**config.mk**
```make
export PLATFORM = sky130hd
export DESIGN_NAME = spi_master
export DESIGN_NICKNAME = d
export VERILOG_FILES = /design/src/rtl/spi_master.sv
export SDC_FILE = /design/constraint.sdc
export NUM_CORES = 1
export LEC_CHECK = 0
export ABC_AREA = 0
export CELL_PAD_IN_SITES_DETAIL_PLACEMENT = 0
export CELL_PAD_IN_SITES_GLOBAL_PLACEMENT = 1
export CORE_MARGIN = 2
export CORE_UTILIZATION = 43
export DETAILED_ROUTE_END_ITERATION = 16
export HOLD_SLACK_MARGIN = 0.12
export PLACE_DENSITY = 0.87
export SLEW_MARGIN = 20
export SYNTH_ARGS = -nofsm -noshare
export SYNTH_HDL_FRONTEND = slang
export SYNTH_SLANG_ARGS = --single-unit
```
**constraint.sdc**
```tcl
create_clock -name clk_i -period 3.6 [get_ports clk_i]
set_clock_uncertainty 0.2 [all_clocks]
set_input_delay 1.08 -clock clk_i [delete_from_list [all_inputs] [get_ports clk_i]]
set_output_delay 1.08 -clock clk_i [all_outputs]
set_load 0.005 [all_outputs]
```
**src/rtl/spi_master.sv**
```systemverilog
// SPI mode-0 master: shifts one N-bit word out on MOSI (MSB first) while capturing MISO.
// SCLK half-period is CLK_DIV system clocks; chip select spans the whole word plus lead/trail.
module spi_master #(
   parameter int N       = 32,
   parameter int CLK_DIV = 4
) (
   input  logic         clk_i,
   input  logic         rst_ni,
   input  logic         start_i,
   input  logic [N-1:0] tx_data_i,
   output logic         busy_o,
   output logic         done_o,
   output logic [N-1:0] rx_data_o,
   output logic         spi_sclk_o,
   output logic         spi_cs_o,
   output logic         spi_mosi_o,
   input  logic         spi_miso_i,
   output logic [2:0]   dbg_state_o
);

   // Handshake: start_i is a request and ~busy_o is ready. A request is taken on
   // a rising edge where start_i=1 in IDLE; requests while busy are dropped, never queued.

   localparam int BIT_W = $clog2(N);
   localparam int DIV_W = 8;
   localparam logic [BIT_W-1:0] LAST_BIT = BIT_W'(N - 1);
   localparam logic [DIV_W-1:0] DIV_LAST = DIV_W'(CLK_DIV - 1);

   typedef enum logic [2:0] {
      IDLE  = 3'd0,
      LEAD  = 3'd1,
      HIGH  = 3'd2,
      LOW   = 3'd3,
      TRAIL = 3'd4
   } state_t;

   state_t             state_q, state_d;
   logic [DIV_W-1:0]   div_cnt_q;
   logic [BIT_W-1:0]   bit_cnt_q;
   logic [N-1:0]       tx_sr_q;
   logic [N-1:0]       rx_sr_q;
   logic               tick;

   assign tick        = (div_cnt_q == DIV_LAST);
   assign dbg_state_o = state_q;

   always_ff @(posedge clk_i or negedge rst_ni) begin
      if (!rst_ni) state_q <= IDLE;
      else         state_q <= state_d;
   end

   always_comb begin
      state_d = state_q;
      case (state_q)
         IDLE:    if (start_i) state_d = LEAD;
         LEAD:    if (tick)    state_d = HIGH;
         HIGH:    if (tick)    state_d = (bit_cnt_q == LAST_BIT) ? TRAIL : LOW;
         LOW:     if (tick)    state_d = HIGH;
         TRAIL:   if (tick)    state_d = IDLE;
         default:              state_d = IDLE;
      endcase
   end

   // Divider restarts on every state change so each phase lasts exactly CLK_DIV cycles.
   always_ff @(posedge clk_i or negedge rst_ni) begin
      if (!rst_ni)                                 div_cnt_q <= '0;
      else if (state_d != state_q || state_q == IDLE) div_cnt_q <= '0;
      else                                         div_cnt_q <= div_cnt_q + DIV_W'(1);
   end

   always_ff @(posedge clk_i or negedge rst_ni) begin
      if (!rst_ni) begin
         bit_cnt_q  <= '0;
         tx_sr_q    <= '0;
         rx_sr_q    <= '0;
         rx_data_o  <= '0;
         busy_o     <= 1'b0;
         done_o     <= 1'b0;
         spi_sclk_o <= 1'b0;
         spi_cs_o   <= 1'b1;
         spi_mosi_o <= 1'b0;
      end else begin
         done_o <= 1'b0;
         case (state_q)
            IDLE: begin
               if (start_i) begin
                  tx_sr_q    <= tx_data_i;
                  busy_o     <= 1'b1;
                  spi_cs_o   <= 1'b0;
                  spi_mosi_o <= tx_data_i[N-1];
                  bit_cnt_q  <= '0;
               end
            end
            LEAD, LOW: begin
               if (tick) begin
                  spi_sclk_o <= 1'b1;
                  rx_sr_q    <= {rx_sr_q[N-2:0], spi_miso_i};
               end
            end
            HIGH: begin
               if (tick) begin
                  spi_sclk_o <= 1'b0;
                  // MOSI returns to 0 on the final falling edge so IDLE is entered clean.
                  if (bit_cnt_q == LAST_BIT) begin
                     spi_mosi_o <= 1'b0;
                  end else begin
                     tx_sr_q    <= tx_sr_q << 1;
                     spi_mosi_o <= tx_sr_q[N-2];
                     bit_cnt_q  <= bit_cnt_q + BIT_W'(1);
                  end
               end
            end
            TRAIL: begin
               if (tick) begin
                  spi_cs_o  <= 1'b1;
                  rx_data_o <= rx_sr_q;
                  done_o    <= 1'b1;
                  busy_o    <= 1'b0;
               end
            end
            default: ;
         endcase
      end
   end

endmodule

```
======== Yosys cells after proc, flatten, opt, wreduce, memory -nomap -nowiden ========
Index checks and enable logic that the tools add are counted.
Widths: inputs -> output; s select.
storage, ports and cells
  flip-flop bits (word level) ............. 116
  output and inout port bits .............. 40
  word-level logic and storage cells ...... 65
operators by class
  add/sub/neg operators ................... 2
  eq/ne operators ......................... 12
  muxes and demuxes ....................... 28
  reduce and logical (&&, ||, !) cells .... 12
operator list
  kind                 number
  $mux 31              3
  $pmux 31 s2          1
  $mux 3               5
  $mux 5               3
  $pmux 3 s4           1
  $pmux 5 s2           1
  $mux 1               9
  $reduce_and 3->1     3
  $add 8x1->8 const B  1
  $eq 8x2->1 const B   1
  $mux 8               1
  $ne 2x2->1 const B   4
  $pmux 1 s2           4
  $eq 3x2->1 const B   2
  $reduce_bool 2->1    3
  $add 5x1->5 const B  1
  $eq 5x5->1 const B   1
  $reduce_and 2->1     2
  $reduce_and 4->1     1
  $eq 3x1->1 const B   1
  $eq 3x3->1 const B   1
  $logic_not 3->1      1
  $ne 3x3->1           1
  $ne 2x1->1 const B   1
  2 further kinds      2

======== Logic depth before layout (Yosys ltp) ========
  depth in word-level cells ............... 7
  mapped depth ............................ 8
  depth with buffers taken out ............ 7

======== Worst setup path before layout ========
No wires, ideal clock.
  path kind ............................... input-to-reg
  start ................................... in start_i
  end ..................................... reg tx_sr_q[10]
  setup time .............................. 0.126 ns
  arrival time ............................ 2.239 ns
  required time ........................... 3.274 ns
  path slack .............................. 1.035 ns
  cell stages on the path ................. 6
  buffers on the path ..................... 2
  cells stage by stage .................... or4b_1 > clkbuf_1 > and2_4 > a21oi_4 > buf_6 > a31oi_1
on the way
  word-level cells in the longest chain between the ends .. 2
RTL lines
  what                        line  RTL
  from (decl)                 9     input logic start_i,
  $ne 2x2->1 (no line)        -
  $reduce_and 4->1 (no line)  -
  to (signal assigned)        87    tx_sr_q <= tx_data_i;
  to (signal assigned)        107   tx_sr_q <= tx_sr_q << 1;
  to (decl)                   40    logic [N-1:0] tx_sr_q;
Every way passes these cells.
A chain may end at the register's enable or synchronous reset.

======== Final worst setup path ========
  start ................................... reg bit_cnt_q[0]
  end ..................................... reg tx_sr_q[0]
on the way
  word-level cells in the longest chain between the ends .. 3
RTL lines
  what                        line  RTL
  from (decl)                 39    logic [BIT_W-1:0] bit_cnt_q;
  from (signal assigned)      109   bit_cnt_q <= bit_cnt_q + BIT_W'(1);
  $eq 5x5->1                  104   if (bit_cnt_q == LAST_BIT) begin
  $ne 2x2->1 (no line)        -
  $reduce_and 4->1 (no line)  -
Every way passes these cells.

==> results.json <==
{
  "outcome": "finished, final reports clean",
  "ys_types": 45,
  "fin_util": 0.568,
  "worst_pin_slew_ns": 0.677,
  "synth_top_family_by_area": "multiplexers",
  "reg2reg_depth": 8,
  "layout.cells.most_common_list": "dfrtp_1, clkdlybuf4s50_1, nand2_1",
  "clk_path_buf_depth": 2,
  "port_buffers": 75,
  "async_reset_ff_frac": 1.00,
  "pwr-share-seq": 0.426,
  "cts.htree.levels": 4,
  "max_freq_mhz": 341,
  "grt_pass1_vias": 3500,
  "synth_seq_cells": 116,
  "fp.dieH_um": 113,
  "worstHoldStart": "spi_cs_o$_DFFE_PN1P_",
  "viasPerCell": 5.28,
  "clock_latency_ns": 0.40,
  "crit_fanout": 32,
  "grt_max_degree": 53,
  "start_util": 0.443,
  "post_cts.resized_instances": 0,
  "clock-sinks": 116,
  "path_class": "reg -> reg",
  "stdcell_area_um2": 6510,
  "drt_iter0_drc": 200,
  "p_leak_nw": 3.15,
  "syn_avg_cell_area_um2": 12.2,
  "drv_slew": 0,
  "grt_pass1_wl_um": 17300,
  "synthAdderAreaFrac": 0.00985,
  "synthTopCellsByArea": "dfrtp_1, mux2_4, mux2_2",
  "min_period_ns": 2.93,
  "ff_latch_area_um2": 2900,
  "reg2reg_slack_ns": 0.67,
  "finalCritPeriodShare": 0.814,
  "cp-startpoint": "bit_cnt_q[0]$_DFFE_PN0P_",
  "worstHoldEndpoint": "spi_cs_o$_DFFE_PN1P_",
  "synth-simple-area-share": 0.104,
  "pwr-share-comb": 0.026,
  "pwr-share-clk": 0.548,
  "place_congestion": 0.828,
  "internal_power_mw": 2.39,
  "crit_required_ns": 3.66,
  "synth_top_cell_area_share": 0.566,
  "worstHoldPathType": "reg -> reg",
  "ant_nets": 0,
  "dp_slack_ns": 0.338,
  "timing.rr.start": "bit_cnt_q[0]$_DFFE_PN0P_",
  "worstSetupEndpointType": "flop",
  "grt_remaining_overflow": 0,
  "ys_seq_area_frac": 0.571,
  "dp_hpwl_um": 6460,
  "cts_hold_buf": 0,
  "cts_setup_buffers": 0,
  "drc_errors": 0,
  "multi_input_area_um2": 1980,
  "num_vias": 3414,
  "synth_edf_count": 0,
  "syn-num-nets": 455,
  "synthCells": 415,
  "synth_xor_area_frac": 0.0121,
  "synthesis.area_um2": 5080,
  "antennaDiodeCount": 0,
  "io_pins": 76,
  "ys_warn_count": 0,
  "switching_share": 0.225,
  "dieArea_um2": 12700,
  "cts_buffers": 17,
  "met1_usage": 0.233,
  "power_density_nw_per_um2": 474,
  "synth_top_area_cell": "dfrtp_1",
  "max_slew_margin": 0.548,
  "root_buffer": "clkbuf_16",
  "wl_per_cell_um": 15.8,
  "vdd_drop_max_mv": 0.416,
  "setup_viol": 0,
  "core_um2": 11500,
  "fp.dieW_um": 113,
  "first_pass_iters": 4,
  "use_met3": 0.0412,
  "rsz0062_at_grt": "no",
  "synth_mux_area_frac": 0.164,
  "grt.busiest_layer": "met2",
  "synth-compound-area-share": 0.0985,
  "gr-usage-met2": 0.270,
  "timing.rr.end": "tx_sr_q[0]$_DFFE_PN0P_",
  "cp-start-kind": "flop",
  "clk_pin_slew_ns": 0.06,
  "power_switching_mw": 0.696,
  "rows": 39,
  "min_path_cells": 2,
  "worst_slack_ns": 0.669,
  "synthFlopType": "dfrtp_1",
  "wl_um": 10200,
  "num-fill-cells": 911,
  "finish.net_count": 531,
  "cts_tree": "built",
  "fin_tns_setup_ns": 0,
  "maxCapViolCount": 0,
  "final_layout_size_suffix_gt1_frac": 0.234,
  "hold_viol": 0,
  "final_common_cell": "dfrtp_1",
  "placed_cell_area_um2": 5910,
  "critPathArrivalTime_ns": 3.00,
  "antenna_found_initial": 0,
  "grt_use_total": 0.171,
  "synthToLayoutAreaGrowth_pct": 28.1
}
[final cells by class]
cell class / count / area share
flip-flops and latches: 116 / 0.446
well taps: 143 / 0.0275
clock inverters: 15 / 0.0265
clock buffers: 17 / 0.0653
multi-input cells: 267 / 0.305
repair buffers: 84 / 0.127
inverters: 5 / 0.00288
[kinds of logic (layout without fill, tap and decap cells)]
logic type / count (synthesis) / count (layout)
mux: 65 / 65
simple gates: 108 / 108
fa+ha+maj: 4 / 4
buf+inv: 32 / 121
xor+xnor: 7 / 7
compound gates: 83 / 83
flops: 116 / 116
[synthesized netlist by cell type, types with 2 or more instances]
cell type / number
dfrtp_1: 115
nand2_1: 72
a21oi_1: 35
mux2_2: 34
a31oi_1: 31
mux2_4: 27
nor2_1: 11
buf_6: 10
buf_2: 8
clkbuf_1: 8
inv_1: 5
nand3_1: 5
o21ai_0: 5
and3_1: 4
ha_1: 4
xor2_1: 4
a22oi_1: 3
mux2_1: 3
xnor2_1: 3
a221oi_1: 2
a31o_2: 2
[per-stage QoR]
step	power, mW	std cells	hold WS (ns)
after global routing	3.17	647	0.301
final	3.09	647	0.257
after detailed placement	1.42	615	0.250
after global placement	1.42	615	0.247
after floorplan	1.35	415	0.248
after CTS	3.11	647	0.259
[power groups by stage]
stage | Combinational [mW] | Clock (mW) | Sequential (mW)
after CTS | 0.0833 | 1.71 | 1.31
after global placement | 0.0810 | 0 | 1.34
after detailed placement | 0.0824 | 0 | 1.34
after global routing | 0.0905 | 1.77 | 1.31
after floorplan | 0.0113 | 0 | 1.34
final | 0.0807 | 1.69 | 1.31
[layer usage]
| metal | up-vias | share of wire |
|---|---|---|
| met2 | 118 | 0.47 |
| li1 | 1619 | - |
| met1 | 1665 | 0.46 |
| met5 | - | 0 |
| met3 | 12 | 0.057 |
| met4 | 0 | 0.013 |
[worst max path at each step]
stage	end	slack [ns]	cells after the start
global route	tx_sr_q[15]$_DFFE_PN0P_	0.54	8
global placement	bit_cnt_q[2]$_DFFE_PN0P_	0.36	6
detailed placement	tx_sr_q[3]$_DFFE_PN0P_	0.34	6
finish	tx_sr_q[0]$_DFFE_PN0P_	0.67	8
CTS	dbg_state_o[2]	0.65	1
floorplan	tx_sr_q[10]$_DFFE_PN0P_	1.03	6
[critical path, stage by stage, from the launching register on]
cell	delay (ns)
dfrtp_1	0.43
ha_1	0.27
and3_1	0.22
ha_1	0.22
or4b_2	0.68
and2_4	0.22
a21oi_4	0.09
buf_4	0.32
o21ai_0	0.14
[sequential cells by signal (all words and copies together), names as in the netlist, 3 cells and up]
register and flops:
rx_sr_q 32, div_cnt_q 8, dbg_state_o 3, bit_cnt_q 5
rx_data_o 32, tx_sr_q 31
(Power assumes the default switching activity.)
